`src/rtl/scan_fifo.sv`:
```
// scan_fifo: single-clock FIFO with a registered pop output and a full-scan chain
// over its control and output state.
// Optional build macro SCAN_MEM_EN: when defined, the storage array is appended to
// the scan chain after dout, and S0 comes from the last memory bit.
// Chain order (SI first): wr_ptr[0..AW-1], rd_ptr[0..AW-1], count[0..AW], pout,
// dout[0..WIDTH-1] [, mem[0][0..WIDTH-1] .. mem[DEPTH-1][WIDTH-1]] -> S0.
module scan_fifo #(
  parameter int unsigned WIDTH = 9,
  parameter int unsigned DEPTH = 8
) (
  input  logic             clock,
  input  logic             reset,
  input  logic             pin,
  input  logic             sin,
  input  logic [WIDTH-1:0] din,
  output logic             pout,
  output logic [WIDTH-1:0] dout,
  input  logic             TM,
  input  logic             SI,
  output logic             S0
);

  localparam int unsigned AW     = (DEPTH > 1) ? $clog2(DEPTH) : 1;
  localparam int unsigned CtlLen = 3 * AW + 2 + WIDTH;
  localparam logic [AW:0] FullCount = (AW + 1)'(DEPTH);

  logic [AW-1:0]    wr_ptr_q, wr_ptr_d;
  logic [AW-1:0]    rd_ptr_q, rd_ptr_d;
  logic [AW:0]      count_q, count_d;
  logic             pout_q, pout_d;
  logic [WIDTH-1:0] dout_q, dout_d;
  logic [WIDTH-1:0] mem_q [DEPTH];

  logic              empty, full, pop_ok, push_ok;
  logic [CtlLen-1:0] ctl_chain, ctl_shift;

  assign empty   = (count_q == '0);
  assign full    = (count_q == FullCount);
  // Both handshakes are gated off in scan mode so the memory cannot be written.
  assign pop_ok  = ~TM & sin & ~empty;
  // A pop in the same cycle frees the slot, so a full FIFO may still accept a push.
  assign push_ok = ~TM & pin & (~full | pop_ok);

  // Bit 0 of the chain sits next to SI; the MSB (dout[WIDTH-1]) drives the tail.
  assign ctl_chain = {dout_q, pout_q, count_q, rd_ptr_q, wr_ptr_q};
  assign ctl_shift = {ctl_chain[CtlLen-2:0], SI};

  // Next-state for control/output flops: shift in scan mode, FIFO update otherwise.
  always_comb begin
    wr_ptr_d = wr_ptr_q;
    rd_ptr_d = rd_ptr_q;
    count_d  = count_q;
    pout_d   = 1'b0;
    dout_d   = dout_q;
    if (TM) begin
      {dout_d, pout_d, count_d, rd_ptr_d, wr_ptr_d} = ctl_shift;
    end else begin
      pout_d = pop_ok;
      if (pop_ok) begin
        dout_d   = mem_q[rd_ptr_q];
        rd_ptr_d = rd_ptr_q + AW'(1);
      end
      if (push_ok) begin
        wr_ptr_d = wr_ptr_q + AW'(1);
      end
      if (push_ok && !pop_ok) begin
        count_d = count_q + (AW + 1)'(1);
      end else if (pop_ok && !push_ok) begin
        count_d = count_q - (AW + 1)'(1);
      end
    end
  end

  // Control and output state registers with asynchronous reset.
  always_ff @(posedge clock or posedge reset) begin
    if (reset) begin
      wr_ptr_q <= '0;
      rd_ptr_q <= '0;
      count_q  <= '0;
      pout_q   <= 1'b0;
      dout_q   <= '0;
    end else begin
      wr_ptr_q <= wr_ptr_d;
      rd_ptr_q <= rd_ptr_d;
      count_q  <= count_d;
      pout_q   <= pout_d;
      dout_q   <= dout_d;
    end
  end

  assign pout = pout_q;
  assign dout = dout_q;

`ifdef SCAN_MEM_EN
  localparam int unsigned MemLen = DEPTH * WIDTH;

  logic [MemLen-1:0] mem_chain, mem_shift;

  // Flatten the array so mem[0][0] follows dout[WIDTH-1] in the chain.
  always_comb begin
    mem_chain = '0;
    for (int i = 0; i < int'(DEPTH); i++) begin
      mem_chain[i*WIDTH +: WIDTH] = mem_q[i];
    end
  end

  assign mem_shift = {mem_chain[MemLen-2:0], dout_q[WIDTH-1]};
  assign S0        = mem_chain[MemLen-1];

  // Storage: shifts with the chain in scan mode, written on accepted pushes otherwise.
  always_ff @(posedge clock) begin
    if (TM) begin
      for (int i = 0; i < int'(DEPTH); i++) begin
        mem_q[i] <= mem_shift[i*WIDTH +: WIDTH];
      end
    end else if (push_ok) begin
      mem_q[wr_ptr_q] <= din;
    end
  end
`else
  assign S0 = dout_q[WIDTH-1];

  // Storage: written on accepted pushes only; never reset.
  always_ff @(posedge clock) begin
    if (push_ok) begin
      mem_q[wr_ptr_q] <= din;
    end
  end
`endif

endmodule

```
`config.mk`:
```
export PLATFORM = sky130hd
export DESIGN_NAME = scan_fifo
export DESIGN_NICKNAME = d
export VERILOG_FILES = /design/src/rtl/scan_fifo.sv
export SDC_FILE = /design/constraint.sdc
export NUM_CORES = 1
export LEC_CHECK = 0
export CORE_MARGIN = 2
export CORE_UTILIZATION = 62
export DETAILED_ROUTE_END_ITERATION = 16
export HOLD_SLACK_MARGIN = 0.03
export PLACE_DENSITY = 0.8
export SLEW_MARGIN = 25
export SYNTH_ARGS = -nofsm -noshare
export SYNTH_HDL_FRONTEND = slang
export SYNTH_SLANG_ARGS = --single-unit
```
`constraint.sdc`:
```
create_clock -name clock -period 4.6 [get_ports clock]
set_clock_uncertainty 0.2 [all_clocks]
set_input_delay 1.15 -clock clock [delete_from_list [all_inputs] [get_ports clock]]
set_output_delay 1.15 -clock clock [all_outputs]
set_load 0.03 [all_outputs]
```
==> results.yml <==
drt:
  routed_wl_mm: 7.16
  route.detailed.drc: 0
  dr.pass1.iters: 5
  num_vias: 2095
  via_per_inst: 6.05
  detail_route.iter0.violations: 221
  wl_per_cell_um: 20.7
  ant_nets: 0
timing:
  hold_viol: 0
  fmax_mhz: 302
  final-max-slew-violation-count: 0
  fin_setup_tns_ns: 0
  setup_viol: 0
  slew_headroom_pct: 39.6
  tightestPinTransition_ns: 0.905
  grt_setup_unrepaired: "false"
  min_period_over_period_pct: 72.0
  layout_min_cycle_time_ns: 3.31
floorplanning:
  die_y_um: 82.7
  die_area_sq_um: 6830
  initial_utilization_pct: 64.4
  die_x_um: 82.7
  rows: 28
  pin_count: 26
  design.core.area_sq_um: 5960
min_path:
  worstHoldPathCells: 2
  worstHoldStart: "pout"
  hold_path_class: "reg2reg"
  whs_endpoint: "dout[0]"
finish:
  fin_area_sq_um: 4410
  drive_gt1_share_pct: 17.7
  areaGrowthSynthToFinish_pct: 14.9
  layout.cells.non_filler: 346
  fin_nets: 286
  diodes: 0
worst_setup_path:
  crit_arrival_ns: 3.38
  rrSetupSlack_ns: 1.84
  ff2ff_path_depth: 8
  path_cells: "clkdlybuf4s50_1 > nand2b_1 > a211o_1 > ha_1 > a21o_2 > a21oi_1 > xnor2_2 > and3_1 > o31a_1"
  cp-end-kind: "register"
  startpoint_type: "primary input"
  slowest_delay_ns: 0.51
  reg2reg_from: "count_q[0]"
  rr_endpoint: "count_q[3]"
  cp_slowest_cell: "clkdlybuf4s50_1"
  worst-endpoint-required_ns: 4.67
  path_max_fanout: 4
  criticalPathCategory: "in2reg"
synth:
  seq_area_frac_synth_pct: 69.4
  yosys_warnings: 0
  synth_most_common_cell: "edfxtp_1"
  yosys.cell_types.count: 41
  synthTopCellsByCount: "72 x edfxtp_1, 23 x nand2_1, 20 x dfrtp_1"
  syn_area_sq_um: 3840
  avgSynthCellArea_sq_um: 16.5
  synth-edff-count: 72
  synth_nets: 252
  synthFlopType: "edfxtp_1"
  async_flop_share_pct: 21.7
  netlist_instances: 232
  synth_area_leader_cell: "edfxtp_1"
  synth_top_area_share_pct: 56.3
  synth_area_leaders: "edfxtp_1 56%, dfrtp_1 13%, mux4_2 9.4%, mux2i_1 3.1%, nand2_1 2.2%"
  synth_seq_cells: 92
clocking:
  cts_sinks: 92
  cts_tree: "yes"
  clockRootBuffer: "clkbuf_8"
  ctsResizeCount: 0
  clk_pin_slew_worst_paths_ns: 0.10
  insertion_delay_ns: 0.37
  clockBufferDepth: 2
  post-cts-setup-buffer-count: 0
  hold_buffers: 0
  htree_levels: 3
  numCtsBuffers: 9
grt:
  overflow: 0
  grt_pass1_wl_mm: 10.7
  antenna_found_initial: 0
  grt_max_degree: 37
  grt_usage_pct: 23.2
  grt_pass1_vias: 2006
placed_design:
  place.gp.congestion: 0.715
  place_area_sq_um: 4190
  io_buffers: 25
  dp.cells: 330
  dp_hpwl_mm: 4.42
flow_run:
  max_cap_violations: 0
outcome:
  outcome: "finished clean"
pwr:
  power_mw: 2.43
  ir_drop_mv: 0.427
  leakage_nw: 1.55
  power.density_nw_per_um2: 551
[cells by family (layout without fill, tap and decap cells)]
kind of cell / count (synthesis) / after routing / share of synthesized area [%]
AO/OA/AOI/OAI: 36 / 36 / 6.33
buffers and inverters: 15 / 54 / 1.92
multiplexers: 30 / 30 / 13.1
AND/OR/NAND/NOR: 48 / 48 / 5.87
XOR/XNOR: 6 / 6 / 1.57
flip-flops: 92 / 92 / 69.4
adder cells (fa/ha/maj): 5 / 5 / 1.83
[how the worst max path moves through the flow]
stage                 end  cells past startpoint  startpoint
4_1_cts        count_q[3]                      9         pin
2_1_floorplan  count_q[3]                      9          TM
5_1_grt        count_q[3]                      9         pin
3_5_place_dp   count_q[3]                      9         pin
6_report       count_q[3]                      9         pin
3_3_place_gp   count_q[3]                      9         pin
[cells in the final DEF, fill, tap and decap left out, types with 4 or more instances in the layout]
cell type	count
edfxtp_1	72
buf_4	10
clkbuf_8	9
a22oi_1	7
ha_1	4
nand2b_1	5
clkdlybuf4s50_1	25
o21ai_0	12
nor3_1	4
nor2_1	8
xor2_1	4
nand2_1	23
mux2i_1	12
mux4_2	16
dfrtp_1	20
[registers in the layout, summed over array words and instances, names as in the netlist]
name and count:
mem_q 72, pout 1, rd_ptr_q 3, wr_ptr_q 3
dout 9, count_q 4
[power by group]
part           switching (mW)  internal, mW  total (mW)
Sequential              0.148         0.992        1.14
Clock                   0.308         0.265       0.573
Combinational           0.356         0.361       0.716
[metal layers]
layer	share of wire, %	track usage (%)
met1	44	30.8
met4	1.7	8.20
met2	49	36.5
met5	0	0
met3	5.1	7.39
[worst max-delay path: cells and delay by family]
kind	cells	cell delay (ns)
AOI/OAI and AO/OA	4	1.05
buffers and inverters	1	0.51
adders and majority gates	1	0.30
and+or+nand+nor	2	0.27
xor gates and xnor gates	1	0.09
[layout make-up]
cell class	count	area [sq um]
inverter	3	11.3
tap	75	93.8
multi-input combinational	125	1100
fill	377	1550
clock inverter	7	91.3
clock buffer	9	124
sequential	92	2660
timing repair buffer	35	325
[stage by stage]
step	util, %	setup WS, ns	hold slack, ns
after floorplan	-	1.25	0.305
after global placement	70.4	0.933	0.278
after detailed placement	70.4	0.891	0.273
after CTS	74.0	1.30	0.294
after global routing	74.0	1.21	0.339
final	74.0	1.29	0.292
No activity file was read; power rests on OpenSTA's default activity.
